`config.mk`:
```
export PLATFORM = sky130hd
export DESIGN_NAME = uart_srfifo
export DESIGN_NICKNAME = d
export VERILOG_FILES = /design/src/rtl/uart_srfifo_pkg.sv /design/src/rtl/uart_srfifo_vtdl.sv /design/src/rtl/uart_srfifo.sv
export SDC_FILE = /design/constraint.sdc
export NUM_CORES = 1
export LEC_CHECK = 0
export CORE_MARGIN = 5
export CORE_UTILIZATION = 55
export CTS_BUF_LIST = sky130_fd_sc_hd__clkbuf_8
export DETAILED_ROUTE_END_ITERATION = 7
export PLACE_DENSITY = 0.74
export SLEW_MARGIN = 20
export SYNTH_ARGS = -nofsm -noshare
export SYNTH_HDL_FRONTEND = slang
export SYNTH_SLANG_ARGS = --single-unit
```
`constraint.sdc`:
```
create_clock -name clk -period 6.35 [get_ports clk]
set_clock_uncertainty 0.1 [all_clocks]
set_input_delay 0.635 -clock clk [delete_from_list [all_inputs] [get_ports clk]]
set_output_delay 0.635 -clock clk [all_outputs]
set_load 0.01 [all_outputs]
```
`src/rtl/uart_srfifo_pkg.sv`:
```
// Shared types and helpers for the uart_srfifo shift-register FIFO.
package uart_srfifo_pkg;

   typedef enum logic [1:0] {
      EMPTY = 2'd0,
      PART  = 2'd1,
      FULL  = 2'd2
   } occ_state_t;

   // Occupancy counter width: must be able to hold the value DEP itself.
   function automatic int cnt_width(input int dep);
      return $clog2(dep) + 1;
   endfunction

endpackage

```
`src/rtl/uart_srfifo_vtdl.sv`:
```
// Variable-tap delay line: shift register written at slot 0, read at slot a.
module vtdl #(
   parameter int WID = 8,
   parameter int DEP = 16
) (
   input  logic                    clk,
   input  logic                    ce,
   input  logic [$clog2(DEP)-1:0]  a,
   input  logic [WID-1:0]          d,
   output logic [WID-1:0]          q
);

   logic [WID-1:0] sr_r [DEP];

   // Storage shift; deliberately unreset because the tap is gated by occupancy.
   always_ff @(posedge clk) begin
      if (ce) begin
         sr_r[0] <= d;
         for (int i = 1; i < DEP; i++) begin
            sr_r[i] <= sr_r[i-1];
         end
      end
   end

   assign q = sr_r[a];

endmodule

```
`src/rtl/uart_srfifo.sv`:
```
// Shift-register FIFO with occupancy FSM, sticky overflow/underflow flags.
// Define UART_SRFIFO_OREG_EN for a registered dout (1-cycle read latency).
module uart_srfifo
   import uart_srfifo_pkg::*;
#(
   parameter int WID    = 8,
   parameter int DEP    = 16,
   parameter int AF_LVL = DEP - 2
) (
   input  logic                        clk,
   input  logic                        rst_n,
   input  logic                        clr,
   input  logic                        wr,
   input  logic [WID-1:0]              din,
   input  logic                        rd,
   output logic [WID-1:0]              dout,
   output logic [cnt_width(DEP)-1:0]   cnt,
   output logic                        empty,
   output logic                        full,
   output logic                        afull,
   output logic                        ovr,
   output logic                        unf
);

   localparam int AW = $clog2(DEP);
   localparam int CW = cnt_width(DEP);
   localparam logic [CW-1:0] DEP_C  = CW'(DEP);
   localparam logic [CW-1:0] AF_C   = CW'(AF_LVL);
   localparam logic [CW-1:0] ONE_C  = CW'(1);
   localparam logic [CW-1:0] ZERO_C = CW'(0);

   occ_state_t      state_r, state_nxt_s;
   logic [CW-1:0]   cnt_r, cnt_nxt_s;
   logic            ovr_r, ovr_nxt_s;
   logic            unf_r, unf_nxt_s;
   logic            afull_r, afull_nxt_s;
   logic            wr_acc_s, rd_acc_s;
   logic [AW-1:0]   addr_s;
   logic [WID-1:0]  tap_s;

   // A full FIFO still accepts a write when a read frees a slot in the same cycle.
   assign wr_acc_s = wr & ~clr & ((state_r != FULL) | rd);
   assign rd_acc_s = rd & ~clr & (state_r != EMPTY);

   // Tap address points at the oldest entry; held at 0 when nothing is stored.
   always_comb begin
      addr_s = '0;
      if (state_r == EMPTY) begin
         addr_s = '0;
      end else begin
         addr_s = AW'(cnt_r - ONE_C);
      end
   end

   // Next occupancy, flags and state.
   always_comb begin
      cnt_nxt_s   = cnt_r;
      ovr_nxt_s   = ovr_r;
      unf_nxt_s   = unf_r;
      afull_nxt_s = afull_r;
      state_nxt_s = state_r;
      if (clr) begin
         cnt_nxt_s   = ZERO_C;
         ovr_nxt_s   = 1'b0;
         unf_nxt_s   = 1'b0;
         afull_nxt_s = 1'b0;
      end else begin
         case ({wr_acc_s, rd_acc_s})
            2'b10:   cnt_nxt_s = cnt_r + ONE_C;
            2'b01:   cnt_nxt_s = cnt_r - ONE_C;
            default: cnt_nxt_s = cnt_r;
         endcase
         if (wr && !rd && (state_r == FULL)) begin
            ovr_nxt_s = 1'b1;
         end else begin
            ovr_nxt_s = ovr_r;
         end
         if (rd && (state_r == EMPTY)) begin
            unf_nxt_s = 1'b1;
         end else begin
            unf_nxt_s = unf_r;
         end
         afull_nxt_s = (cnt_nxt_s >= AF_C);
      end
      if (cnt_nxt_s == ZERO_C) begin
         state_nxt_s = EMPTY;
      end else if (cnt_nxt_s == DEP_C) begin
         state_nxt_s = FULL;
      end else begin
         state_nxt_s = PART;
      end
   end

   // Occupancy state, counter and status registers.
   always_ff @(posedge clk or negedge rst_n) begin
      if (!rst_n) begin
         state_r <= EMPTY;
         cnt_r   <= ZERO_C;
         ovr_r   <= 1'b0;
         unf_r   <= 1'b0;
         afull_r <= 1'b0;
      end else begin
         state_r <= state_nxt_s;
         cnt_r   <= cnt_nxt_s;
         ovr_r   <= ovr_nxt_s;
         unf_r   <= unf_nxt_s;
         afull_r <= afull_nxt_s;
      end
   end

   vtdl #(
      .WID (WID),
      .DEP (DEP)
   ) u_vtdl (
      .clk (clk),
      .ce  (wr_acc_s),
      .a   (addr_s),
      .d   (din),
      .q   (tap_s)
   );

`ifdef UART_SRFIFO_OREG_EN
   logic [WID-1:0] dout_r;

   // Output register captures the entry being popped and holds it otherwise.
   always_ff @(posedge clk or negedge rst_n) begin
      if (!rst_n) begin
         dout_r <= '0;
      end else if (rd_acc_s) begin
         dout_r <= tap_s;
      end else begin
         dout_r <= dout_r;
      end
   end

   assign dout = dout_r;
`else
   assign dout = tap_s;
`endif

   assign cnt   = cnt_r;
   assign empty = (state_r == EMPTY);
   assign full  = (state_r == FULL);
   assign afull = afull_r;
   assign ovr   = ovr_r;
   assign unf   = unf_r;

endmodule

```
==> summary.md, run 1 <==
| Metric | Value |
|---|---|
| Routed via count | `3732` |
| Ant. Diodes | `0` |
| Crit path required time | `5610 ps` |
| Clock Latency Late Sink | `440 ps` |
| FFs w/ async S/R, synth | `7.25%` |
| Reg2Reg Depth | `5` |
| CP startpoint kind | `flop` |
| WP data arrival | `3790 ps` |
| Yosys reg bits | `138` |
| Number of synthesized flops with an enable pin | `128` |
| Endpoints failing setup | `0` |
| DP HPWL | `6990 um` |
| Post_cts resized | `0` |
| DR iter-0 viols | `399` |
| GRT Util Overall | `18.5%` |
| Worst Path Class, Setup | `flop to output pin` |
| Routed wire length | `11600 um` |
| Max-slew violations | `0` |
| # fillers | `828` |
| Hold depth | `0` |
| Vias per cell | `6.11` |
| Synth area leader | `edfxtp_1` |
| Yosys warns | `0` |
| Mapped Cells | `436` |
| CTS clk-pin slew, worst paths | `70 ps` |
| Most frequent cell after synthesis | `edfxtp_1` |
| Die extent in y | `114 um` |
| Setup TNS | `0 ps` |
| DR pass1 iterations | `5` |
| DIE WIDTH | `114 um` |
| CP endpoint kind | `output pin` |
| Sequential share of the synthesized area | `68.2%` |
| DRC | `0` |
| CTS HTree Levels | `4` |
| Peak supply drop | `0.183 mV` |
| Mean routed wirelength per cell | `18.9 um` |
| Cell area after synthesis | `6000 um2` |
| Root buf cell | `clkbuf_8` |
| Post-synth top cells | `edfxtp_1 (128), nand2_1 (50), o21ai_0 (49)` |
| Status | `finished, final reports clean` |
| I/O Buffers | `30` |
| Vias in the first global route | `3631` |
| CTS tree | `yes` |
| Grt total ovfl | `0` |
| PnR worst setup slack | `1820 ps` |
| Setup Slack @ Placement | `2380 ps` |
| CP Max Fanout | `26` |
| Rel. slew slack | `26.8%` |
| RSZ-0062 raised after global routing | `no` |
| Max-cap violations | `0` |
| Cts bufs inserted | `17` |
| Largest net degree at the start of global routing | `103` |
| IO Count | `31` |
| Synthesized area per cell | `13.8 um2` |
| Starting Density | `55.9%` |
| Hold Violations, Final | `0` |
| Share of layout cells above drive strength 1 | `11.7%` |
| Sink Count | `138` |
| Final period utilization | `71.3%` |
| CTS max path bufs | `2` |
| Die area | `13100 um2` |
| Ys flop type | `edfxtp_1` |
| Leakage | `0.00220 uW` |
| Fmax | `221 MHz` |
| PD cells | `277 nW/um2` |
| Worst hold path class | `flop to flop` |
| Initial antenna violation count | `0` |
| Core area | `10700 um2` |
| Worst Max-Slew Pin Slew | `1100 ps` |
| Final ANT Viol Nets | `0` |
| Synth top area cells | `edfxtp_1 (64%), dfrtp_1 (4.2%), mux2i_1 (4.2%)` |
| Row cnt | `38` |
| Synth-to-Final Area Change | `12.0%` |
| Global-route wire length before repair | `18800 um` |
| Flop-to-flop setup slack | `2810 ps` |
| Fin crit period | `4530 ps` |
| Hold buffer count at cts | `0` |
| Final net count | `475` |
| # Post-CTS Setup Buffers | `0` |
| Synth top area share | `64.0%` |
| Syn_nets | `453` |
| Gpl congestion | `0.799` |
| Library cells used by synthesis | `51` |
## kinds of logic (layout without fill, tap and decap cells)
| kind of cell | Yosys count | after routing | share of synthesized area, % |
|---|---|---|---|
| xor+xnor | 1 | 1 | 0.146 |
| compound gates | 112 | 112 | 13.4 |
| simple gates | 109 | 109 | 8.00 |
| mux | 35 | 35 | 6.04 |
| fa+ha+maj | 4 | 4 | 0.834 |
| flops | 138 | 138 | 68.2 |
| buf+inv | 37 | 72 | 3.38 |
## report_power, final
group | internal [uW] | switching (uW) | leakage, uW | total (uW)
combinational | 57.6 | 82.2 | 0.000655 | 140
clock | 354 | 315 | 0.000204 | 669
sequential | 1030 | 19.9 | 0.00134 | 1050
total | 1440 | 417 | 0.00220 | 1860
## worst paths after layout
| kind | from | to |
|---|---|---|
| max reg2reg | state_r[0] | u_vtdl.sr_r[12][1] |
| max | state_r[0] | dout[7] |
| max in group asynchronous | rst_n | cnt[0] |
| min reg2reg | u_vtdl.sr_r[10][2] | u_vtdl.sr_r[11][2] |
| min | u_vtdl.sr_r[10][2] | u_vtdl.sr_r[11][2] |
| min in group asynchronous | rst_n | cnt[1] |
## per-stage QoR
step / hold WS [ps] / std cells / power, uW / area, um2 / util, %
4_1_cts: 341 / 611 / 1880 / 6720 / 62.5
5_1_grt: 358 / 611 / 1930 / 6730 / 62.6
6_report: 342 / 611 / 1860 / 6730 / 62.6
2_1_floorplan: 239 / 436 / 1160 / 6000 / -
3_5_place_dp: 330 / 579 / 1210 / 6340 / 59.0
3_3_place_gp: 323 / 579 / 1210 / 6340 / 59.0
## critical path: stages (launching register included)
cell	delay, ps
dfrtp_1	770
or2_1	810
inv_6	230
nor2_2	380
a221oi_1	180
a211o_1	300
o221ai_1	90
clkdlybuf4s50_1	590
## cells in the final DEF (no fill, tap or decap), drive strengths merged, types with 2 or more instances in the layout
master | netlist | layout
a211o | 6 | 6
a21o | 3 | 3
a21oi | 8 | 8
a221oi | 28 | 28
and2 | 4 | 4
buf | 21 | 3
clkbuf | 9 | 22
clkdlybuf4s50 | 0 | 30
clkinv | 0 | 4
clkinvlp | 0 | 2
dfrtp | 10 | 10
edfxtp | 128 | 128
ha | 4 | 4
inv | 7 | 10
mux2 | 10 | 10
mux2i | 25 | 25
nand2 | 50 | 50
nand2b | 3 | 3
nand3 | 4 | 4
nor2 | 32 | 32
nor2b | 2 | 2
nor3 | 5 | 5
o21ai | 50 | 50
o221ai | 7 | 7
or2 | 2 | 2
## layer usage
metal  share of wire [%]  GRT usage [%]  routed length, um  up-vias
li1                    -              -                  -     1724
met1                  46           26.6               5260     1842
met2                  45           26.7               5250      148
met3                 7.8           6.13                899       18
met4                 1.2           6.25                140        0
met5                   0              0                  0        -
## flip-flops by register name (all words and copies together) (netlist names)
| name | flops |
|---|---|
| u_vtdl.sr_r | 128 |
| cnt | 5 |
| state_r | 2 |
| afull | 1 |
| ovr | 1 |
| unf | 1 |
## layout make-up
cell class              instances  area (um2)  share of cell area (%)
flip-flops and latches        138        4100                    60.9
multi-input cells             261        1710                    25.5
repair buffers                 33         327                    4.85
clock buffers                  22         303                    4.50
well taps                     140         175                    2.60
clock inverters                10        76.3                    1.13
inverters                       7        33.8                   0.502
No activity file was read; power rests on OpenSTA's default activity.
==> inputs of run 2 (changes only) <==
Settings changed: PLACE_DENSITY 0.74 to 0.77.
Clock period 6.35 ns to 3.7 ns, I/O delays scaled along.
==> summary.md, run 2 (synthesized netlist as in run 1, its figures left out) <==
| Metric | Value |
|---|---|
| Die extent in y | `114 um (unchanged)` |
| CTS max path bufs | `2 (unchanged)` |
| CP endpoint kind | `output pin` |
| Reg2reg end | `state_r[1]` |
| Area of placed instances | `6430 um2 (+1.5%)` |
| Placed cells | `586 (+1.2%)` |
| Max-cap violations | `0 (unchanged)` |
| Worst hold path class | `input pin to asynchronous set/reset pin` |
| Hold slack | `146 ps (-196 ps)` |
| CP Max Fanout | `26 (unchanged)` |
| Rel. slew slack | `55.0% (+28 points)` |
| Gpl congestion | `0.833 (+4.3%)` |
| Root buf cell | `clkbuf_8` |
| DR pass1 iterations | `5 (unchanged)` |
| Worst Max-Slew Pin Slew | `675 ps (-423 ps)` |
| Sink Count | `138 (unchanged)` |
| Final period utilization | `95.0%` |
| Grt total ovfl | `0 (unchanged)` |
| Clock Latency Late Sink | `450 ps (about the same)` |
| Flop-to-flop setup slack | `690 ps (-2120 ps)` |
| Row cnt | `38 (unchanged)` |
| CP startpoint kind | `flop` |
| Status | `finished, final reports clean` |
| Final ANT Viol Nets | `0 (unchanged)` |
| Core area | `10700 um2 (unchanged)` |
| Leakage | `0.00223 uW (+1.6%)` |
| Ant. Diodes | `0 (unchanged)` |
| Starting Density | `55.9% (unchanged)` |
| Final Instance Area | `6860 um2 (+2.0%)` |
| Routed wire length | `12000 um (+3.6%)` |
| Vias in the first global route | `3660 (+0.80%)` |
| Max-slew violations | `0 (unchanged)` |
| PD cells | `487 nW/um2 (+76%)` |
| WP data arrival | `3040 ps (-750 ps)` |
| DP HPWL | `7000 um (+0.24%)` |
| CTS tree | `yes` |
| FF-to-FF Start | `state_r[0]` |
| WL met2 | `5700 um (+8.6%)` |
| Most frequent cells in the layout | `edfxtp_1 (128), nand2_1 (50), o21ai_0 (49), nor2_1 (31), clkdlybuf4s50_1 (30)` |
| Met3 Wirelength | `721 um (-20%)` |
| Top sig layer | `met4` |
| DIE WIDTH | `114 um (unchanged)` |
| # Post-CTS Setup Buffers | `0 (unchanged)` |
| Max reg flops | `128 (unchanged)` |
| Setup TNS | `0 ps (unchanged)` |
| Share of layout cells above drive strength 1 | `14.0% (+2.3 points)` |
| Initial antenna violation count | `0 (unchanged)` |
| Biggest register | `u_vtdl.sr_r` |
| RSZ-0062 raised after global routing | `no` |
| DRC | `0 (unchanged)` |
| CTS HTree Levels | `4 (unchanged)` |
| Synth-to-Final Area Change | `14.3%` |
| Crit path required time | `3230 ps (-2380 ps)` |
| Die area | `13100 um2 (unchanged)` |
| DR iter-0 viols | `299 (-25%)` |
| I/O Buffers | `30 (unchanged)` |
| CTS clk-pin slew, worst paths | `80 ps (about the same)` |
| Final net count | `482 (+1.5%)` |
| Peak supply drop | `0.321 mV (+76%)` |
| Mean routed wirelength per cell | `19.4 um (+2.4%)` |
| Cts bufs inserted | `17 (unchanged)` |
| Reg2Reg Depth | `10 (+5)` |
| Routed via count | `3784 (+1.4%)` |
| IO Count | `31 (unchanged)` |
| Global-route wire length before repair | `19300 um (+2.5%)` |
| Worst Path Class, Setup | `flop to output pin` |
| Most common cell after layout, fill and taps aside | `edfxtp_1` |
| Fin crit period | `3510 ps` |
| GRT Util Overall | `19.2% (+0.64 points)` |
| Endpoints failing setup | `0 (unchanged)` |
| Vias per cell | `6.12 (+0.24%)` |
| Final Non-Filler Cells | `618 (+1.1%)` |
| Largest net degree at the start of global routing | `129 (+25%)` |
| Fmax | `285 MHz` |
| Hold Violations, Final | `0 (unchanged)` |
| Metal1 wirelength | `5360 um (+1.8%)` |
-- run 2: cell count changes in the layout (fill, tap and decap cells not counted), sizes merged --
| cell | previous run | this run |
|---|---|---|
| inv | 10 | 8 |
| clkinv | 4 | 6 |
| clkinvlp | 2 | 4 |
| buf | 3 | 10 |
| clkbuf | 22 | 17 |
| bufinv | 1 | 4 |
-- run 2: layout make-up --
cell class	instances	area (um2)
Fill cell	820	3890
Inverter	7	35.0
Multi-Input combinational cell	261	1750
Clock buffer	17	234
Clock inverter	15	181
Sequential cell	138	4100
Tap cell	140	175
Timing Repair Buffer	40	388
-- run 2: report_power, final --
group          internal [uW]  switching [uW]  leakage, uW
Clock                    721             568     0.000205
Combinational            105             146     0.000692
Sequential              1770            32.1      0.00133
-- run 2: worst max-delay path by stage --
stage | slack (ps) | endpoint | startpoint
final | 190 | dout[1] | state_r[0]
after floorplan | -480 | state_r[1] | state_r[0]
after global placement | 600 | dout[1] | state_r[0]
after global routing | 40 | dout[0] | state_r[0]
after detailed placement | 570 | dout[3] | state_r[0]
after CTS | 50 | dout[1] | state_r[0]
-- run 2: per-stage QoR --
step,power [uW],util (%),setup WS [ps]
floorplan,1990,-,-476
global placement,2070,59.9,602
detailed placement,2080,59.9,567
CTS,3360,63.7,50.9
global route,3470,63.8,36.6
finish,3340,63.8,186
-- run 2: per-layer routing --
layer	vias up	global-route usage (%)
li1	1739	-
met1	1874	26.0
met2	156	29.6
met3	15	4.86
met4	0	7.92
met5	-	0
-- run 2: timing repair --
| item | CTS | global route |
|---|---|---|
| hold buffers | 0 | 0 |
| resized for setup | 0 | 3 |
| setup endpoints to repair | 0 | 7 |
-- run 2: worst max-delay path, cell delays in order, from the launching register on --
cell and delay (ps):
dfrtp_2 540, or2_1 310, inv_6 150, nor2_2 360, a221oi_1 200, a211o_1 340, o221ai_1 100, clkdlybuf4s50_1 580
==> inputs of run 3 (changes only) <==
==> constraint.sdc (replaced) <==
create_clock -name clk -period 3.7 [get_ports clk]
set_clock_uncertainty 0.1 [all_clocks]
set_input_delay 0.37 -clock clk [delete_from_list [all_inputs] [get_ports clk]]
set_output_delay 0.37 -clock clk [all_outputs]
set_load 0.05 [all_outputs]
==> summary.md, run 3 (synthesized netlist as in run 1, its figures left out) <==
| Metric | Value |
|---|---|
| Status | `finished, final reports clean` |
| Final Non-Filler Cells | `618 (unchanged)` |
| Setup TNS | `0 ps (unchanged)` |
| Share of layout cells above drive strength 1 | `16.7% (+2.7 points)` |
| Most Crowded Layer GR | `met2` |
| DRC | `0 (unchanged)` |
| Fin crit period | `3300 ps (-211 ps)` |
| Row cnt | `38 (unchanged)` |
| Register area | `4100 um2 (about the same)` |
| Worst Max-Slew Pin Slew | `846 ps (+172 ps)` |
| Post_cts resized | `0 (unchanged)` |
| Peak supply drop | `0.322 mV (about the same)` |
| DP HPWL | `6870 um (-1.9%)` |
| Final Instance Area | `6900 um2 (+0.57%)` |
| Fmax | `303 MHz (+6.4%)` |
| Synth-to-Final Area Change | `14.9%` |
| RSZ-0062 raised after global routing | `no` |
| Global-route wire length before repair | `19200 um (-0.39%)` |
| Initial antenna violation count | `0 (unchanged)` |
| Die area | `13100 um2 (unchanged)` |
| Rel. slew slack | `43.5% (-11 points)` |
| DIE WIDTH | `114 um (unchanged)` |
| Cts bufs inserted | `17 (unchanged)` |
| Sink Count | `138 (unchanged)` |
| GRT Util Overall | `18.9% (-0.29 points)` |
| Leakage | `0.00226 uW (+1.5%)` |
| Largest net degree at the start of global routing | `129 (unchanged)` |
| # fillers | `797 (-2.8%)` |
| Max-slew violations | `0 (unchanged)` |
| Max-cap violations | `0 (unchanged)` |
| CTS clk-pin slew, worst paths | `80 ps (about the same)` |
| Crit path cell chain | `inv_1 > ha_1 > o21bai_2 > buf_4 > nor2_1 > a221oi_1 > a211o_1 > o221ai_2 > buf_4` |
| DR iter-0 viols | `386 (+29%)` |
| Vias in the first global route | `3741 (+2.2%)` |
| Worst Path Class, Setup | `flop to output pin` |
| Critical path's top delay family | `compound AO/OA/AOI/OAI gates` |
| Most frequent cells in the layout | `edfxtp_1 (128), nand2_1 (50), o21ai_0 (49), nor2_1 (31)` |
| PD cells | `502 nW/um2 (+3.1%)` |
| IO Count | `31 (unchanged)` |
| Max reg flops | `128 (unchanged)` |
| Clock Latency Late Sink | `440 ps (about the same)` |
| Placed cells | `586 (unchanged)` |
| Most common cell after layout, fill and taps aside | `edfxtp_1` |
| WP data arrival | `2830 ps (-210 ps)` |
| Core area | `10700 um2 (unchanged)` |
| Gpl congestion | `0.840 (+0.80%)` |
| Root buf cell | `clkbuf_8` |
| Slowest cell on crit path | `dfrtp_1` |
| Total power | `3470 uW (+3.7%)` |
| Final period utilization | `89.3% (-5.7 points)` |
| CP most frequent cell | `buf_4` |
| Biggest register | `u_vtdl.sr_r` |
| CTS HTree Levels | `4 (unchanged)` |
| Mean routed wirelength per cell | `19.2 um (-0.73%)` |
| CP Max Fanout | `17 (-35%)` |
| Routing usage on met2 | `28.9% (-0.74 points)` |
| Crit path required time | `3230 ps (about the same)` |
| Ant. Diodes | `0 (unchanged)` |
| CTS tree | `yes` |
| Grt total ovfl | `0 (unchanged)` |
| Final ANT Viol Nets | `0 (unchanged)` |
| Vias per cell | `6.12 (about the same)` |
| Grt met1 use | `26.1% (+0.11 points)` |
| Area of placed instances | `6460 um2 (+0.39%)` |
| Hold buffer count at cts | `0 (unchanged)` |
| Endpoints failing setup | `0 (unchanged)` |
| Starting Density | `55.9% (unchanged)` |
| Max incr delay on CP | `460 ps (-120 ps)` |
| CTS max path bufs | `2 (unchanged)` |
| # Post-CTS Setup Buffers | `0 (unchanged)` |
| Worst hold path class | `input pin to asynchronous set/reset pin` |
| Area of the multi-input gates | `1780 um2 (+2.2%)` |
| Routing usage on met3 | `5.76% (+0.90 points)` |
| CP endpoint kind | `output pin` |
| Hold Violations, Final | `0 (unchanged)` |
| Routed via count | `3783 (-0.026%)` |
| I/O Buffers | `30 (unchanged)` |
| CP startpoint kind | `flop` |
| Fin util | `64.2% (+0.36 points)` |
| Final net count | `482 (unchanged)` |
| Die extent in y | `114 um (unchanged)` |
| Crit path buffers/inverters | `3 (+1)` |
| Routed wire length | `11900 um (-0.73%)` |
| DR pass1 iterations | `5 (unchanged)` |
==> run 3: cell types whose count changed in the layout (fill, tap and decap cells not counted), sizes merged <==
cell and delta:
buf +8, clkinvlp -2, clkinv +1, clkdlybuf4s50 -8, bufinv +1
==> run 3: final timing paths <==
check	start	to	slack [ps]	depth (start not counted)
setup / recovery	cnt[1]	dout[2]	400	9
min in group clk	u_vtdl.sr_r[5][1]	u_vtdl.sr_r[6][1]	350	0
hold reg to reg	u_vtdl.sr_r[5][1]	u_vtdl.sr_r[6][1]	350	0
max in group asynchronous	rst_n	cnt[0]	3020	1
setup reg to reg	state_r[0]	state_r[0]	810	9
hold / removal	rst_n	state_r[0]	140	1
==> run 3: final cells by class <==
| cell class | instances | area share, % |
|---|---|---|
| multi-input combinational | 261 | 25.8 |
| timing repair buffer | 40 | 5.33 |
| tap | 140 | 2.54 |
| inverter | 7 | 0.508 |
| sequential | 138 | 59.4 |
| clock buffer | 17 | 3.39 |
| clock inverter | 15 | 2.97 |
==> run 3: per-stage QoR <==
step / setup WS, ps / hold WS [ps]
2_1_floorplan: -708 / -25.6
3_3_place_gp: 832 / 324
3_5_place_dp: 732 / 333
4_1_cts: 389 / 145
5_1_grt: 229 / 168
6_report: 397 / 139
==> run 3: per-layer routing <==
| layer | vias to the layer above | routed length [um] |
|---|---|---|
| li1 | 1738 | - |
| met3 | 18 | 652 |
| met2 | 133 | 5740 |
| met4 | 0 | 144 |
| met1 | 1894 | 5340 |
| met5 | - | 0 |
==> run 3: report_power, final <==
group	switching (uW)	internal, uW	total (uW)
logic	199	104	304
registers	31.9	1770	1800
clock network	568	792	1360
